<file path="src/rtl/digit_serial_adder_pkg.sv">
// Shared types and helpers for the digit-serial adder.
package digit_serial_adder_pkg;

  typedef enum logic [1:0] {
    IDLE = 2'd0,
    BUSY = 2'd1,
    DONE = 2'd2
  } state_t;

  // Number of DIGIT-wide slices in a WIDTH-bit operand; guarded so a bad
  // DIGIT cannot divide by zero before the elaboration check fires.
  function automatic int calc_num_digits(input int width, input int digit);
    return (digit > 0) ? (width / digit) : 1;
  endfunction

endpackage

</file>
<file path="src/rtl/digit_serial_adder_add_digit.sv">
// One DIGIT-bit ripple slice; the only arithmetic in the adder, purely combinational.
module add_digit #(
  parameter int DIGIT = 4
) (
  input  logic [DIGIT-1:0] x,
  input  logic [DIGIT-1:0] y,
  input  logic             ci,
  output logic [DIGIT-1:0] s,
  output logic             co,
  output logic             x_msb,
  output logic             y_msb
);

  logic [DIGIT:0] total;

  always_comb begin
    total = {1'b0, x} + {1'b0, y} + {{DIGIT{1'b0}}, ci};
  end

  assign s     = total[DIGIT-1:0];
  assign co    = total[DIGIT];
  assign x_msb = x[DIGIT-1];
  assign y_msb = y[DIGIT-1];

endmodule

</file>
<file path="src/rtl/digit_serial_adder.sv">
// Digit-serial add/subtract: one DIGIT-bit slice per cycle, valid/ready on both sides.
//
// state | meaning
// IDLE  | in_ready high, waiting for an operand set
// BUSY  | adding slice idx_q, carry held in carry_q
// DONE  | result held on sum/cout/ovf until out_ready
module digit_serial_adder #(
  parameter int WIDTH = 16,
  parameter int DIGIT = 4
) (
  input  logic             clk,
  input  logic             rst_n,
  input  logic             in_valid,
  output logic             in_ready,
  input  logic [WIDTH-1:0] a,
  input  logic [WIDTH-1:0] b,
  input  logic             cin,
  input  logic             sub,
  output logic             out_valid,
  input  logic             out_ready,
  output logic [WIDTH-1:0] sum,
  output logic             cout,
  output logic             ovf
);

  import digit_serial_adder_pkg::*;

  localparam int N  = calc_num_digits(WIDTH, DIGIT);
  localparam int IW = (N > 1) ? $clog2(N) : 1;
  localparam logic [IW-1:0] LAST = IW'(N - 1);

  if ((DIGIT < 1) || ((WIDTH % ((DIGIT < 1) ? 1 : DIGIT)) != 0)) begin : g_bad_params
    $fatal(1, "digit_serial_adder: WIDTH must be a multiple of DIGIT, DIGIT >= 1");
  end

  state_t           state_q, state_d;
  logic [IW-1:0]    idx_q;
  logic             carry_q;
  logic [WIDTH-1:0] a_q, b_q, res_q, res_d;
  logic [WIDTH-1:0] sum_q;
  logic             cout_q, ovf_q, in_ready_q, out_valid_q;
  logic             accept;
  logic [31:0]      lsb;
  logic [DIGIT-1:0] s_dig;
  logic             co_dig, x_msb, y_msb;

  assign accept = in_valid && in_ready_q && (state_q == IDLE);
  assign lsb    = 32'(idx_q) * DIGIT;

  add_digit #(.DIGIT(DIGIT)) u_add_digit (
    .x     (a_q[lsb +: DIGIT]),
    .y     (b_q[lsb +: DIGIT]),
    .ci    (carry_q),
    .s     (s_dig),
    .co    (co_dig),
    .x_msb (x_msb),
    .y_msb (y_msb)
  );

  always_comb begin
    res_d = res_q;
    res_d[lsb +: DIGIT] = s_dig;
  end

  always_comb begin
    state_d = state_q;
    unique case (state_q)
      IDLE:    if (accept) state_d = BUSY;
      BUSY:    if (idx_q == LAST) state_d = DONE;
      DONE:    if (out_ready) state_d = IDLE;
      default: state_d = IDLE;
    endcase
  end

  always_ff @(posedge clk) begin
    if (!rst_n) begin
      state_q     <= IDLE;
      idx_q       <= '0;
      carry_q     <= 1'b0;
      sum_q       <= '0;
      cout_q      <= 1'b0;
      ovf_q       <= 1'b0;
      in_ready_q  <= 1'b0;
      out_valid_q <= 1'b0;
    end else begin
      state_q     <= state_d;
      in_ready_q  <= (state_d == IDLE);
      out_valid_q <= (state_d == DONE);
      if (accept) begin
        // Subtract is folded into the operands here: a + ~b + ~cin.
        a_q     <= a;
        b_q     <= sub ? ~b : b;
        carry_q <= cin ^ sub;
        idx_q   <= '0;
      end else if (state_q == BUSY) begin
        res_q   <= res_d;
        carry_q <= co_dig;
        idx_q   <= idx_q + 1'b1;
        if (idx_q == LAST) begin
          idx_q  <= '0;
          sum_q  <= res_d;
          cout_q <= co_dig;
          ovf_q  <= (x_msb == y_msb) && (s_dig[DIGIT-1] != x_msb);
        end
      end
    end
  end

  assign in_ready  = in_ready_q;
  assign out_valid = out_valid_q;
  assign sum       = sum_q;
  assign cout      = cout_q;
  assign ovf       = ovf_q;

endmodule
</file>
<file path="config.mk">
export PLATFORM = sky130hd
export DESIGN_NAME = digit_serial_adder
export DESIGN_NICKNAME = d
export VERILOG_FILES = /design/src/rtl/digit_serial_adder_pkg.sv /design/src/rtl/digit_serial_adder_add_digit.sv /design/src/rtl/digit_serial_adder.sv
export SDC_FILE = /design/constraint.sdc
export NUM_CORES = 1
export LEC_CHECK = 0
export CAP_MARGIN = 20
export CELL_PAD_IN_SITES_DETAIL_PLACEMENT = 0
export CELL_PAD_IN_SITES_GLOBAL_PLACEMENT = 1
export CORE_UTILIZATION = 42
export DETAILED_ROUTE_END_ITERATION = 7
export PLACE_DENSITY = 0.77
export SLEW_MARGIN = 20
export SYNTH_ARGS = -nofsm -noshare
export SYNTH_HDL_FRONTEND = slang
export SYNTH_HIERARCHICAL = 1
export SYNTH_SLANG_ARGS = --single-unit
</file>
<file path="constraint.sdc">
create_clock -name clk -period 3.67 [get_ports clk]
set_clock_uncertainty 0.15 [all_clocks]
set_input_delay 0.5505 -clock clk [delete_from_list [all_inputs] [get_ports clk]]
set_output_delay 0.5505 -clock clk [all_outputs]
set_load 0.1 [all_outputs]
</file>
; ---- Yosys cells after proc, flatten, opt, wreduce, memory -nomap -nowiden
; Index checks and enable logic that the tools add are counted.
; W data, S select, Z words.
[totals]
in_bits = 38
wordCells = 48
register_bits = 73
[classes]
addsub = 4
n_bitwise = 4
shift = 4
n_eq_ne = 6
n_reduce_logical = 10
mux = 9
[op_table]
columns = cell, count
row1 = $neg A4 Y34, 1
row2 = $shift A4 B34 Y16 const A, 1
row3 = $shiftx A4 B34 Y16, 1
row4 = $shiftx A16 B5 Y4, 2
row5 = $bwmux W16, 1
row6 = $mux W16, 1
row7 = $not A16 Y16, 1
row8 = $mux W2, 4
row9 = $eq A2 B2 Y1 const B, 3
row10 = $pmux W2 S3, 1
row11 = $reduce_and A3 Y1, 2
row12 = $add A4 B4 Y5, 1
row13 = $add A5 B1 Y5, 1
row14 = $logic_not A2 Y1, 2
row15 = $logic_and A1 B1 Y1, 3
row16 = $add A2 B1 Y2 const B, 1
row17 = $eq A2 B1 Y1 const B, 1
row18 = $mux W1, 2
row19 = $not A1 Y1, 2
row20 = $reduce_and A2 Y1, 1
row21 = $reduce_bool A2 Y1, 1
row22 = $reduce_or A2 Y1, 1
row23 = $eq A1 B1 Y1, 1
row24 = $ne A1 B1 Y1, 1
row25 = $xor A1 B1 Y1, 1

; ---- Logic depth before layout (Yosys ltp)
[depth]
word_depth = 5
ltp_mapped = 11
depth_no_buf = 9

; ---- Cells and area by module
; The synthesis kept the hierarchy.
[by_module_without_submodules]
columns = module, cells_each, instances, seq_area_each_um2, area_each_um2
row1 = digit_serial_adder, 231, 1, 1941.9, 3140.5
row2 = add_digit, 18, 1, 0.0, 158.9

; ---- Worst setup path after synthesis
; No wires, ideal clock.
[synth_timing]
kind = register to register
start = register idx_q[0]
end = register ovf_q, in the netlist ovf
path_stages_with_launch = 10
slack_ps = 701
setup_ps = 75
path_buffers = 2
arrival_time_ps = 2744
synth_period_minus_slack_ps = 2969
cell_sequence = dfxtp_1 buf_6 buf_8 mux4_2 fa_1 a21o_1 a21oi_2 xnor2_1 or3b_2 a31oi_1
[synth_between]
elab_chain_len = 5
word_cells_on_any_way = 9
cone_classes = add/sub: 2 / eq/ne: 3 / shift: 2 / reduce/logical: 2
[synth_lines]
columns = element, line_no
row1 = "start, declared", digit_serial_adder.sv:37  ; logic [IW-1:0] idx_q;
row2 = "start signal, assigned", digit_serial_adder.sv:98  ; idx_q <= idx_q + 1'b1;
row3 = "$shiftx A16 B5 Y4, on equally long branches", "digit_serial_adder.sv:51, digit_serial_adder.sv:52"
row4 = $add A4 B4 Y5 *, digit_serial_adder_add_digit.sv:17  ; total = {1'b0, x} + {1'b0, y} + {{DIGIT{1'b0}}, ci};
row5 = $add A5 B1 Y5 *, digit_serial_adder_add_digit.sv:17
row6 = net s_dig[3], digit_serial_adder.sv:44  ; logic [DIGIT-1:0] s_dig;
row7 = $ne A1 B1 Y1 *, digit_serial_adder.sv:103  ; ovf_q <= (x_msb == y_msb) && (s_dig[DIGIT-1] != x_msb);
row8 = $logic_and A1 B1 Y1 *, digit_serial_adder.sv:103
row9 = "end signal, assigned", digit_serial_adder.sv:103
row10 = "end, declared", digit_serial_adder.sv:41  ; logic cout_q, ovf_q, in_ready_q, out_valid_q;
; The timed path passes the listed nets; every way through them passes the cells marked *.
; A chain may end at the register's enable or synchronous reset.

; ---- Worst setup path after layout
; Same ends and word-level chain as after synthesis.

==> results.sh <==
export IMPL_tightest_slew_ns=0.970
export IMPL_num_io_pins=58
export IMPL_wl_um=5750
export IMPL_ys_seq_elements=73
export IMPL_postCtsResizedCells=0
export IMPL_clock_path_buffers=2
export IMPL_wire_per_inst_um=14.0
export IMPL_grt_max_degree=36
export IMPL_synth_fp_nets=298
export IMPL_hold_violations=0
export IMPL_grt_pass1_vias=2109
export IMPL_synthAdderAreaFrac_pct=4.63
export IMPL_port_buffers=57
export IMPL_start_kind="flip-flop"
export IMPL_synthSimpleGateAreaFrac_pct=10.7
export IMPL_synth_xor_area_share_pct=5.04
export IMPL_post_cts_buffers=0
export IMPL_syn_inst=249
export IMPL_p_leak_nw=1.54
export IMPL_critical_path_class="reg2reg"
export IMPL_status="finished clean"
export IMPL_synth_top_cell_by_area="edfxtp_1"
export IMPL_fp_dieH_um=90.6
export IMPL_antenna_cells=0
export IMPL_met2_usage_pct=25.8
export IMPL_ant_nets=0
export IMPL_dpl_hpwl_um=4090
export IMPL_place_ws_ns=0.460
export IMPL_insertion_delay_ns=0.33
export IMPL_antenna_found_initial=0
export IMPL_clock_sinks=73
export IMPL_clock_root_buffer="clkbuf_8"
export IMPL_yosysSeqAreaShare_pct=58.9
export IMPL_finalNetCount=357
export IMPL_total_power_mw=1.86
export IMPL_critPathMaxFanout=9
export IMPL_fin_crit_sh_pct=86.9
export IMPL_end_kind="flip-flop"
export IMPL_fin_ws_ns=0.482
export IMPL_rsz0062_at_grt="no"
export IMPL_multi_input_area_mm2=0.00119
export IMPL_cp_arrival_ns=3.30
export IMPL_grt_usage_pct=15.6
export IMPL_setup_violations=0
export IMPL_period_minus_slack_ns=3.19
export IMPL_max_cap_violations=0
export IMPL_gr_usage_met1_pct=19.6
export IMPL_critPathRequiredTime_ns=3.78
export IMPL_cts_htree_levels=3
export IMPL_synthFlopType="edfxtp_1"
export IMPL_grt_pass1_wl_um=9950
export IMPL_chipWidth_um=90.6
export IMPL_syn_area_per_cell_um2=13.3
export IMPL_synth_top_area_share_pct=43.7
export IMPL_p_per_area_mw_per_mm2=447
export IMPL_ys_async_sr_fraction_pct=0
export IMPL_slew_headroom_pct=35.1
export IMPL_synth_compound_area_share_pct=9.14
export IMPL_cts_tree="built"
export IMPL_core_mm2=0.00741
export IMPL_clk_pin_slew_worst_paths_ns=0.07
export IMPL_setup_tns_ns=0
export IMPL_synth_top_family_by_area="simple AND/OR/NAND/NOR gates"
export IMPL_ctsHoldBuffers=0
export IMPL_grt_use_met3_pct=2.86
export IMPL_num_rows=31
export IMPL_synth_edff_count=48
export IMPL_start_util_pct=44.5
export IMPL_area_growth_pct=26.3
export IMPL_slew_viol_final=0
export IMPL_dr_first_iter_drc_count=66
export IMPL_place_gp_congestion=0.721
export IMPL_synth_cell_type_count=41
export IMPL_fmax_ghz=0.314
export IMPL_syn_area_mm2=0.00330
export IMPL_hold_path_class="reg2reg"
export IMPL_first_pass_iters=4
export IMPL_ir_drop_mv=0.179
export IMPL_die_area_mm2=0.00821
export IMPL_synth_mux_area_share_pct=6.75
export IMPL_vias=2037
export IMPL_viasPerCell=4.94
export IMPL_final_layout_size_suffix_gt1_share_pct=10.9
export IMPL_grt_busiest_layer="met2"
export IMPL_gr_total_overflow=0
export IMPL_ys_warn_count=6
export IMPL_synth_top_cells_by_area="edfxtp_1 44%, dfxtp_1 15%, xor2_1 4.2%, ha_1 3.4%, mux4_2 3.4%"
export IMPL_fill_cells=617
export IMPL_register_area_mm2=0.00194
export IMPL_numCtsBuffers=9
export IMPL_drcViolationCount=0
## per-layer routing
layer / up-vias / wire (um) / share of wire [%]
li1: 1028 / - / -
met1: 952 / 2630 / 46
met2: 48 / 2820 / 49
met3: 9 / 194 / 3.4
met4: 0 / 100 / 1.7
met5: - / 0 / 0
## cell usage in the layout, fill, tap and decap left out, types with 9 or more instances in the layout
master | netlist | final
a31oi_1 | 9 | 9
xor2_1 | 16 | 16
ha_1 | 9 | 9
a21oi_1 | 9 | 9
clkbuf_8 | 0 | 9
nand2b_1 | 11 | 11
clkdlybuf4s50_1 | 0 | 57
edfxtp_1 | 48 | 48
dfxtp_1 | 25 | 25
inv_1 | 15 | 15
o21ai_0 | 18 | 18
nand2_1 | 9 | 9
## state kept, by name (all words and copies together), names as in the netlist
name       count
sum           16
carry_q        1
in_ready       1
a_q           16
ovf            1
b_q           16
out_valid      1
cout           1
res_q         16
state_q        2
idx_q          2
## stage by stage
| stage | std cells | utilization (%) | hold WS [ns] | instance area (um^2) |
|---|---|---|---|---|
| after floorplan | 249 | - | 0.370 | 3300 |
| after global placement | 396 | 53.1 | 0.352 | 3930 |
| after detailed placement | 396 | 53.1 | 0.358 | 3930 |
| after CTS | 412 | 56.2 | 0.376 | 4170 |
| after global routing | 412 | 56.2 | 0.413 | 4170 |
| final | 412 | 56.2 | 0.372 | 4170 |
## cells by family after synthesis
family                     Yosys count
AOI/OAI and AO/OA                   49
xor gates and xnor gates            19
adders and majority gates           11
buffers and inverters               30
DFF                                 73
muxes                               11
and+or+nand+nor                     56
## synthesized netlist by cell type, types with 2 or more instances
cell type   n
nor3b_1     2
a31oi_1     9
edfxtp_1   48
ha_1        9
mux4_1      3
a21oi_1     9
nand2_1     9
a21oi_2     2
xor2_1     16
fa_1        2
mux4_2      5
nor3b_4     2
o21ai_0    18
buf_4       5
clkbuf_1    2
dfxtp_1    25
a41oi_1     8
mux2i_1     2
nor2b_1     8
nand2b_1   11
buf_2       3
nand3_1     4
buf_6       2
inv_1      15
nor2_1      8
o21a_1      2
nand4_1     4
xnor2_1     3
## power by group
group	internal [mW]	switching (mW)	total (mW)
clock	0.448	0.282	0.731
sequential	0.906	0.00984	0.916
combinational	0.105	0.112	0.217
## path summary, 6_finish.rpt
path,endpoint,slack (ns),startpoint,cells past startpoint
worst max register to register,ovf$_SDFFE_PN0P_,0.48,idx_q[0]$_SDFFE_PP0P_,7
worst max-delay path,ovf$_SDFFE_PN0P_,0.48,idx_q[0]$_SDFFE_PP0P_,7
worst min-delay path,cout$_SDFFE_PN0P_,0.37,cout$_SDFFE_PN0P_,2
worst min register to register,cout$_SDFFE_PN0P_,0.37,cout$_SDFFE_PN0P_,2
## critical path, cell delays in order (launching register included)
cell	delay, ns
dfxtp_1	0.65
mux4_2	0.59
fa_1	0.47
a21o_1	0.20
a21oi_2	0.14
xnor2_1	0.26
or3b_2	0.48
a31oi_1	0.17
## cell type report
type                            instances  area share (%)
Tap cell                               99            2.97
Multi-Input combinational cell        146            28.7
Sequential cell                        73            46.6
Clock buffer                           10            3.06
Timing Repair Buffer                   63            14.8
Clock inverter                          6            2.55
Inverter                               15            1.35
No activity file was read; power rests on OpenSTA's default activity.
